[src/rtl/muldiv_ctrl_if.sv]
// Pipeline-side operation bus of the mul/div sequencer: op request, flush and MF read-back.
interface muldiv_ctrl_if;
    logic        op_valid;
    logic [2:0]  op_code;
    logic [31:0] op_a;
    logic [31:0] op_b;
    logic        op_ready;
    logic        flush;
    logic        rd_valid;
    logic [31:0] rd_data;

    modport master (
        output op_valid, op_code, op_a, op_b, flush,
        input  op_ready, rd_valid, rd_data
    );

    modport slave (
        input  op_valid, op_code, op_a, op_b, flush,
        output op_ready, rd_valid, rd_data
    );
endinterface

[src/rtl/muldiv_ctrl.sv]
// Sequences MULT/DIV/MT/MF between EX and the multi-cycle units; owns HI/LO, handles flush,
// divide-by-zero suppression and a missing-finish watchdog.
module muldiv_ctrl #(
    parameter int unsigned TIMEOUT = 64
) (
    input  logic         clk,
    input  logic         reset,
    muldiv_ctrl_if.slave op,
    output logic [31:0]  hi,
    output logic [31:0]  lo,
    output logic         err,
    output logic         mul_start,
    output logic         mul_ena,
    output logic         mul_signed,
    output logic [31:0]  mul_a,
    output logic [31:0]  mul_b,
    input  logic         mul_finish,
    input  logic [63:0]  mul_z,
    output logic         div_start,
    output logic         div_signed,
    output logic [31:0]  div_a,
    output logic [31:0]  div_b,
    input  logic         div_finish,
    input  logic [31:0]  div_q,
    input  logic [31:0]  div_r
);
    localparam int unsigned CW = (TIMEOUT > 2) ? $clog2(TIMEOUT) : 1;

    typedef enum logic [1:0] {IDLE, MUL_RUN, DIV_RUN, DRAIN} state_t;

    state_t        state, state_next;
    logic          first;
    logic          unit_div;
    logic [CW-1:0] wd_cnt;
    logic          accept, ld_mul, ld_div, wr_hi, wr_lo, rd_req;
    logic          commit_mul, commit_div, set_err;
    logic          unit_finish, wd_hit;

    assign unit_finish = unit_div ? div_finish : mul_finish;
    assign wd_hit      = (wd_cnt == CW'(TIMEOUT - 1));

    always_comb begin
        state_next  = state;
        accept      = (state == IDLE) && op.op_valid && !op.flush;
        ld_mul      = 1'b0;
        ld_div      = 1'b0;
        wr_hi       = 1'b0;
        wr_lo       = 1'b0;
        rd_req      = 1'b0;
        commit_mul  = 1'b0;
        commit_div  = 1'b0;
        set_err     = 1'b0;
        op.op_ready = (state == IDLE);
        mul_start   = (state == MUL_RUN) && first;
        div_start   = (state == DIV_RUN) && first;
        // DRAIN keeps the multiplier enabled so it can still produce its (discarded) finish
        mul_ena     = (state == MUL_RUN) || ((state == DRAIN) && !unit_div);
        case (state)
            IDLE: begin
                if (accept) begin
                    case (op.op_code[2:1])
                        2'b00: begin
                            ld_mul     = 1'b1;
                            state_next = MUL_RUN;
                        end
                        2'b01: begin
                            if (op.op_b != '0) begin
                                ld_div     = 1'b1;
                                state_next = DIV_RUN;
                            end
                        end
                        2'b10: begin
                            wr_hi = !op.op_code[0];
                            wr_lo = op.op_code[0];
                        end
                        default: rd_req = 1'b1;
                    endcase
                end
            end
            MUL_RUN, DIV_RUN: begin
                // flush beats a coincident finish: that finish is consumed and dropped
                if (op.flush) begin
                    state_next = unit_finish ? IDLE : DRAIN;
                end else if (unit_finish) begin
                    commit_mul = (state == MUL_RUN);
                    commit_div = (state == DIV_RUN);
                    state_next = IDLE;
                end else if (wd_hit) begin
                    set_err    = 1'b1;
                    state_next = IDLE;
                end
            end
            DRAIN: begin
                if (unit_finish) begin
                    state_next = IDLE;
                end else if (wd_hit) begin
                    set_err    = 1'b1;
                    state_next = IDLE;
                end
            end
            default: state_next = IDLE;
        endcase
    end

    always_ff @(posedge clk or negedge reset) begin
        if (!reset) state <= IDLE;
        else        state <= state_next;
    end

    always_ff @(posedge clk or negedge reset) begin
        if (!reset) begin
            first       <= 1'b0;
            unit_div    <= 1'b0;
            wd_cnt      <= '0;
            hi          <= '0;
            lo          <= '0;
            err         <= 1'b0;
            op.rd_valid <= 1'b0;
            op.rd_data  <= '0;
            mul_a       <= '0;
            mul_b       <= '0;
            mul_signed  <= 1'b0;
            div_a       <= '0;
            div_b       <= '0;
            div_signed  <= 1'b0;
        end else begin
            first       <= (state == IDLE) && (state_next != IDLE);
            op.rd_valid <= rd_req;
            if (state_next != state) wd_cnt <= '0;
            else if (state != IDLE)  wd_cnt <= wd_cnt + CW'(1);
            if (rd_req) op.rd_data <= op.op_code[0] ? lo : hi;
            if (ld_mul) begin
                mul_a      <= op.op_a;
                mul_b      <= op.op_b;
                mul_signed <= ~op.op_code[0];
                unit_div   <= 1'b0;
            end
            if (ld_div) begin
                div_a      <= op.op_a;
                div_b      <= op.op_b;
                div_signed <= ~op.op_code[0];
                unit_div   <= 1'b1;
            end
            if (wr_hi) hi <= op.op_a;
            if (wr_lo) lo <= op.op_a;
            if (commit_mul) {hi, lo} <= mul_z;
            if (commit_div) begin
                hi <= div_r;
                lo <= div_q;
            end
            if (set_err) err <= 1'b1;
        end
    end
endmodule
[src/flat_wrapper.sv]
// flat-port wrapper written by rule: the top's interface ports become plain ports
module muldiv_ctrl_flat 
#(
    parameter int unsigned TIMEOUT = 64
)
  (clk, reset, hi, lo, err, mul_start, mul_ena, mul_signed, mul_a, mul_b, mul_finish, mul_z, div_start, div_signed, div_a, div_b, div_finish, div_q, div_r, op_op_valid, op_op_code, op_op_a, op_op_b, op_flush, op_op_ready, op_rd_valid, op_rd_data);
  muldiv_ctrl_if op_i ();
  input  logic clk;
  input  logic reset;
  output logic [31:0] hi;
  output logic [31:0] lo;
  output logic err;
  output logic mul_start;
  output logic mul_ena;
  output logic mul_signed;
  output logic [31:0] mul_a;
  output logic [31:0] mul_b;
  input  logic mul_finish;
  input  logic [63:0] mul_z;
  output logic div_start;
  output logic div_signed;
  output logic [31:0] div_a;
  output logic [31:0] div_b;
  input  logic div_finish;
  input  logic [31:0] div_q;
  input  logic [31:0] div_r;
  input wire logic [$bits(op_i.op_valid)-1:0] op_op_valid;
  input wire logic [$bits(op_i.op_code)-1:0] op_op_code;
  input wire logic [$bits(op_i.op_a)-1:0] op_op_a;
  input wire logic [$bits(op_i.op_b)-1:0] op_op_b;
  input wire logic [$bits(op_i.flush)-1:0] op_flush;
  output wire logic [$bits(op_i.op_ready)-1:0] op_op_ready;
  output wire logic [$bits(op_i.rd_valid)-1:0] op_rd_valid;
  output wire logic [$bits(op_i.rd_data)-1:0] op_rd_data;
  assign op_i.op_valid = op_op_valid;
  assign op_i.op_code = op_op_code;
  assign op_i.op_a = op_op_a;
  assign op_i.op_b = op_op_b;
  assign op_i.flush = op_flush;
  assign op_op_ready = op_i.op_ready;
  assign op_rd_valid = op_i.rd_valid;
  assign op_rd_data = op_i.rd_data;
  muldiv_ctrl #(.TIMEOUT(TIMEOUT)) u_core (.clk(clk), .reset(reset), .op(op_i), .hi(hi), .lo(lo), .err(err), .mul_start(mul_start), .mul_ena(mul_ena), .mul_signed(mul_signed), .mul_a(mul_a), .mul_b(mul_b), .mul_finish(mul_finish), .mul_z(mul_z), .div_start(div_start), .div_signed(div_signed), .div_a(div_a), .div_b(div_b), .div_finish(div_finish), .div_q(div_q), .div_r(div_r));
endmodule
[config.mk]
export PLATFORM = sky130hd
export DESIGN_NAME = muldiv_ctrl_flat
export DESIGN_NICKNAME = d
export VERILOG_FILES = /design/src/rtl/muldiv_ctrl_if.sv /design/src/rtl/muldiv_ctrl.sv /design/src/flat_wrapper.sv
export SDC_FILE = /design/constraint.sdc
export NUM_CORES = 1
export LEC_CHECK = 0
export CAP_MARGIN = 15
export CORE_AREA = 2 2 169 171
export CTS_CLUSTER_SIZE = 30
export DETAILED_ROUTE_END_ITERATION = 16
export DIE_AREA = 0 0 171 173
export PLACE_DENSITY_LB_ADDON = 0.08
export SETUP_SLACK_MARGIN = 0.5
export SYNTH_ARGS = -nofsm -noshare
export SYNTH_HDL_FRONTEND = slang
export SYNTH_SLANG_ARGS = --single-unit
[constraint.sdc]
create_clock -name clk -period 2.25 [get_ports clk]
set_clock_uncertainty 0.1 [all_clocks]
set_input_delay 0.225 -clock clk [delete_from_list [all_inputs] [get_ports clk]]
set_output_delay 0.225 -clock clk [all_outputs]
set_load 0.03 [all_outputs]
==> metrics, run 1 <==
Area growth syn-to-layout 91.2%; drt wl/cell 22.2 um; worst min-delay path class input pin to flip-flop; clk sinks approximately 240; most frequent cells after synthesis 391 x nand2_1, 238 x dfrtp_1, 163 x o21ai_0, 71 x nand3_1, 64 x mux2_2; DRT Wirelength 45.6 mm; DP Wirelength between 20 and 30 mm; Yosys top cell area share 57.1%; Boundary Pins between 400 and 500; Leak 11.6 nW; Max FO, Critical Path 12; post-route ant nets 0; antenna violations before repair 6; Port Buffers around 430; vias in the first global route roughly 10,000; total CTS buffers 28; Initial Util 37.7%; crit end category flip-flop; crit path launch type flip-flop; Critical Path RT 2.60 ns; unrepaired setup endpoints after global routing yes; ys async rst share 100%; nets 1,857; fill cell count 1,986; final core utilization ~72%; Syn. warnings 0; Global Route Usage Sum 27.2%; Max Clk Rate 487 MHz; Horiz. Die Dim 171 um; core area 27,600 um^2; Core Rows 61; cell area after synthesis 10,400 um^2; worst-skew pair later-pin latency 0.54 ns; H-tree level count 1; clk slew on worst S/H paths roughly 0.06 ns; most area-hungry cell type in the Yosys netlist dfrtp_1; Die Y-Extent between 150 and 200 um; max cap viols 0; #FFs+latches synth 238; layout cells sized above 1 28.4%; flop-to-flop setup slack 0.20 ns; CTS tree done; library cells used by synthesis 36; die area a little under 30,000 um^2; pwr dens 1270 nW/um^2; Residual DRC 0; Gate Count Post-Synth 1,096; count leader, synth nand2_1; total gr overflow 0; Design Power roughly 0.025 W; top_reg_cell synth dfrtp_1; root buffer cell clkbuf_16; first-pass GRT wire length 61.9 mm; fin crit share 91.2%; Post-synth EDFFs 0; register area share after synthesis 57.1%; Worst Tran Pin Value 0.569 ns; Slew Limit Fails 0; Synth area leaders dfrtp_1 57%, nand2_1 14%, o21ai_0 7.8%; Initial DRC Count 623; final hold vios 0; detailed-route via count 10,600; Slew headroom 62.1%; status finished clean; RD Place Congestion 0.923; peak supply drop 929 uV; CP arrival 2.41 ns; drt pass-1 iters 7; Final min period about 2.1 ns; largest net degree at the start of global routing just under 60; Final setup viols 0; clock tree buffer depth 3; Post-Syn Nets 1,302; Avg Cell Area, Syn 9.51 um^2; crit path kind flip-flop to flip-flop; routed vias/inst between 5 and 6
-- stage by stage --
step	TNS [ns]	hold WS (ns)	instances	setup WS, ns	area (um^2)
floorplan	0	-0.171	1096	0.327	10700
global placement	-28.06	0.105	1917	-0.421	15900
detailed placement	-23.94	0.108	1917	-0.443	15900
CTS	0	0.00319	2011	0.234	17900
global route	0	0.0323	2054	0.0906	19900
finish	0	0.0309	2054	0.198	19900
-- registers in the layout, indices dropped and copies added (netlist names), 2 cells and up --
signal and count:
u_core.div_a 32, u_core.div_b 32, u_core.hi 32, u_core.lo 32, u_core.mul_a 32, u_core.mul_b 32
u_core.op.rd_data 32, u_core.wd_cnt 6, u_core.state 2
-- final cells by class --
cell class | count | area, um^2 | area share [%]
Clock inverter | 7 | 128 | 0.640
Tap cell | 378 | 473 | 2.37
Sequential cell | 238 | 5960 | 29.9
Multi-Input combinational cell | 784 | 5180 | 26.0
Antenna cell | 5 | 12.5 | 0.0628
Timing Repair Buffer | 593 | 7300 | 36.6
Clock buffer | 43 | 847 | 4.25
Inverter | 6 | 32.5 | 0.163
-- layout by cell type, fill, tap and decap left out, types with 10 or more instances in the layout --
cell,count
nand2_1,309
mux2i_1,33
o21ai_1,106
o21ai_0,10
clkdlybuf4s50_1,189
mux2_2,63
clkbuf_16,48
buf_16,16
nand3_1,37
buf_6,24
buf_4,63
dfrtp_1,238
nand3_2,25
o21ai_2,41
dlygate4sd2_1,10
nand2_4,28
buf_12,34
nand2_2,53
dlymetal6s2s_1,226
-- power breakdown --
group	internal (W)	switching (W)	total [W]
logic	0.00553	0.00748	0.0130
clock network	0.00293	0.00181	0.00473
registers	0.00626	0.00140	0.00765
-- per-layer routing --
metal | part of all wire, % | wire length [um] | up-vias | GRT usage, %
met5 | 0.028 | 13 | - | 0
met3 | 7.4 | 3390 | 117 | 7.19
met4 | 4.4 | 2000 | 2 | 9.18
met1 | 40 | 18100 | 5212 | 35.6
li1 | - | - | 4813 | -
met2 | 48 | 22100 | 462 | 43.5
-- logic make-up after synthesis --
logic type | count (synthesis) | synth area share (%)
compound gates | 171 | 8.46
xor+xnor | 6 | 0.576
fa+ha+maj | 5 | 0.600
buf+inv | 75 | 3.11
flops | 238 | 57.1
mux | 98 | 10.2
simple gates | 503 | 19.9
-- final timing paths --
path | startpoint | end | cells after the start
worst max-delay path | u_core.state[0]$_DFF_PN0_ | u_core.lo[20]$_DFFE_PN0P_ | 10
worst min-delay path | op_op_b[13] | u_core.mul_b[13]$_DFFE_PN0P_ | 4
worst max register to register | u_core.state[0]$_DFF_PN0_ | u_core.lo[20]$_DFFE_PN0P_ | 10
worst min register to register | u_core.err$_DFFE_PN0P_ | u_core.err$_DFFE_PN0P_ | 1
max in group asynchronous | reset | u_core.div_b[8]$_DFFE_PN0P_ | 3
min in group asynchronous | reset | u_core.mul_b[25]$_DFFE_PN0P_ | 2
-- critical path, cell delays in order (launching register included) --
cell and delay, ns:
dfrtp_1 0.39, inv_2 0.07, ha_4 0.26, nor2b_4 0.16, nand3b_1 0.14, buf_6 0.17
buf_12 0.16, buf_16 0.16, nand3_1 0.08, o21ai_0 0.10, o21ai_1 0.15
-- what timing repair did --
item,4_1_cts,5_1_grt
pin swaps,25,90
buffers inserted,28,9
setup endpoints to repair,402,458
hold buffers,2,0
gates resized for setup,161,460
gates cloned,14,29
hold endpoints to repair,240,0
No activity file was read; power rests on OpenSTA's default activity.
==> run 2, diff against run 1 <==
--- a/config.mk
+++ b/config.mk
@@ -10,7 +10,7 @@
 export CTS_CLUSTER_SIZE = 30
 export DETAILED_ROUTE_END_ITERATION = 16
 export DIE_AREA = 0 0 171 173
-export PLACE_DENSITY_LB_ADDON = 0.08
+export PLACE_DENSITY = 0.72
 export SETUP_SLACK_MARGIN = 0.5
 export SYNTH_ARGS = -nofsm -noshare
 export SYNTH_HDL_FRONTEND = slang
==> metrics, run 2 (synthesis gave the netlist of run 1 again) <==
status complete, but fails checks; violated checks negative hold slack; Slew headroom 65.5% (+3.4 points); Core Rows 61 (unchanged); pwr dens 1260 nW/um^2 (-1.1%); H-tree level count 1 (unchanged); worst min-delay path class input pin to flip-flop; crit path kind input pin to flip-flop; clk slew on worst S/H paths 0.06 ns (about the same); crit path launch type input pin; Slew Limit Fails 0 (unchanged); Initial Util 37.7% (unchanged); Finished Cell Area 20,100 um^2 (+0.75%); Critical Path RT 2.58 ns (-0.02 ns); root buffer cell clkbuf_16; switch share 43.6% (+1.5 points); Final min period 2.17 ns (+0.114 ns); hold slack -0.00590 ns (-0.0368 ns); Cell Area, Placed 15,600 um^2 (-1.6%); drt wl/cell 24.5 um (+10%); routed wire length on met2 24.7 mm (+12%); Residual DRC 0 (unchanged); antenna violations before repair 3 (-3); Leak 11.8 nW (+1.4%); total gr overflow 0 (unchanged); Die Y-Extent 173 um (unchanged); total CTS buffers 26 (-7.1%); clock share of power 16.5% (-2.1 points); Critical R2R Capture u_core.hi[8]$_DFFE_PN0P_; Psw 0.0110 W (+3.2%); drt pass-1 iters 5 (-2); final hold vios 1 (+1); R2R depth 10 (unchanged); Design Power 0.0253 W (-0.35%); CTS tree done; WHS Path Cells 4 (unchanged); final core utilization 72.7% (+0.54 points); Logic pwr share 52.9% (+1.7 points); fin crit share 96.3% (+5.1 points); worst-skew pair later-pin latency 0.54 ns (about the same); CP arrival 2.50 ns (+0.09 ns); Max FO, Critical Path 7 (-5); Final setup viols 0 (unchanged); DRT Wirelength 49.9 mm (+9.3%); die area 29,600 um^2 (unchanged); routed vias/inst 5.37 (+4.1%); flop-to-flop setup slack 0.12 ns (-0.08 ns); Met1 Wirelength 18.6 mm (+2.4%); Area growth syn-to-layout 92.6%; Initial DRC Count 871 (+40%); peak supply drop 1010 uV (+8.2%); nets 1,846 (-0.59%); RD Place Congestion 0.928 (+0.53%); commonest non-fill, non-tap cell in the layout nand2_1; crit end category flip-flop; met3 WL post-DR 4.17 mm (+23%); DP Wirelength 28.7 mm (-0.11%); vias in the first global route 10,300 (-1.2%); core area 27,600 um^2 (unchanged); first-pass GRT wire length 62.0 mm (+0.13%); max cap viols 0 (unchanged); Max Clk Rate 462 MHz (-5.3%); Placed Cells 1,896 (-1.1%); P_int 0.0143 W (-2.9%); post-route ant nets 0 (unchanged); Port Buffers 432 (unchanged); Worst Tran Pin Value 0.517 ns (-0.0514 ns); hold wc startpoint op_op_b[26]; Horiz. Die Dim 171 um (unchanged); most frequent cells in the layout 255 x nand2_1, 238 x dfrtp_1, 231 x dlymetal6s2s_1; clock tree buffer depth 3 (unchanged); Final Non-Filler Cells 2,038 (-0.78%); unrepaired setup endpoints after global routing yes; Reg2Reg Launch Point u_core.state[1]$_DFF_PN0_; WHS Endpoint u_core.mul_b[26]$_DFFE_PN0P_; Global Route Usage Sum 27.3% (+0.14 points); Boundary Pins 433 (unchanged); detailed-route via count 11,000 (+3.3%); Seq pwr share 30.5% (+0.4 points); Max Used Layer met4; clk sinks 238 (unchanged); largest net degree at the start of global routing 68 (+17%); layout cells sized above 1 32.2% (+3.9 points)
run 2: cell types whose count changed in the layout (fill, tap and decap cells not counted), moves of 10 or more:
cell	delta
nand3_2	+10
nand2_4	+26
nand2_2	+29
dlygate4sd2_1	-10
nand2_1	-54
o21ai_2	+21
buf_4	-14
o21ai_1	-15
run 2: stage by stage:
| step | setup slack (ns) | TNS, ns |
|---|---|---|
| 2_1_floorplan | 0.327 | 0 |
| 3_3_place_gp | -0.336 | -21.98 |
| 3_5_place_dp | -0.388 | -23.54 |
| 6_report | 0.0839 | 0 |
| 4_1_cts | 0.221 | 0 |
| 5_1_grt | -0.0160 | -0.0160 |
run 2: power groups by stage:
| stage | Combinational [W] | Clock, W | Sequential [W] |
|---|---|---|---|
| after floorplan | 0.00260 | 0 | 0.0112 |
| final | 0.0134 | 0.00419 | 0.00772 |
| after detailed placement | 0.0119 | 0 | 0.00757 |
| after CTS | 0.0124 | 0.00419 | 0.00754 |
| after global placement | 0.0118 | 0 | 0.00751 |
| after global routing | 0.0140 | 0.00439 | 0.00794 |
run 2: cell type report:
type                    instances  area [um^2]
well taps                     378          473
multi-input cells             784         5490
fillers                      1834         7550
diodes                          3         7.51
inverters                       6         32.5
clock buffers                  40          785
repair buffers                584         7310
clock inverters                 5         30.0
flip-flops and latches        238         5960
run 2: worst max path at each step:
stage	cells past startpoint	slack, ns	to	from
floorplan	8	0.33	u_core.wd_cnt[4]$_DFFE_PN0P_	u_core.state[1]$_DFF_PN0_
global placement	7	-0.34	u_core.div_a[0]$_DFFE_PN0P_	op_op_b[24]
detailed placement	8	-0.39	u_core.wd_cnt[4]$_DFFE_PN0P_	op_op_b[24]
CTS	10	0.22	u_core.lo[15]$_DFFE_PN0P_	u_core.state[1]$_DFF_PN0_
global route	8	-0.02	u_core.wd_cnt[1]$_DFFE_PN0P_	op_op_b[0]
finish	8	0.08	u_core.wd_cnt[1]$_DFFE_PN0P_	op_op_b[0]
run 2: what timing repair did:
action | in CTS | in global routing
hold buffers | 1 | 2
setup endpoints to repair | 395 | 467
endpoints found under the hold margin | 238 | 4
cloned | 12 | 38
setup buffers | 19 | 22
pin swaps | 34 | 140
gates resized for setup | 153 | 563
run 2: worst max-delay path: stages:
cell             delay, ns
clkdlybuf4s50_1       0.49
nor4_2                0.35
nand4_1               0.30
o21ai_4               0.34
buf_12                0.19
nand4_4               0.12
xnor2_4               0.22
nor4_2                0.27
run 2: layer usage:
layer | up-vias | GRT usage [%]
li1 | 4794 | -
met1 | 5408 | 36.0
met2 | 587 | 44.3
met3 | 162 | 5.95
met4 | 0 | 9.60
met5 | - | 0
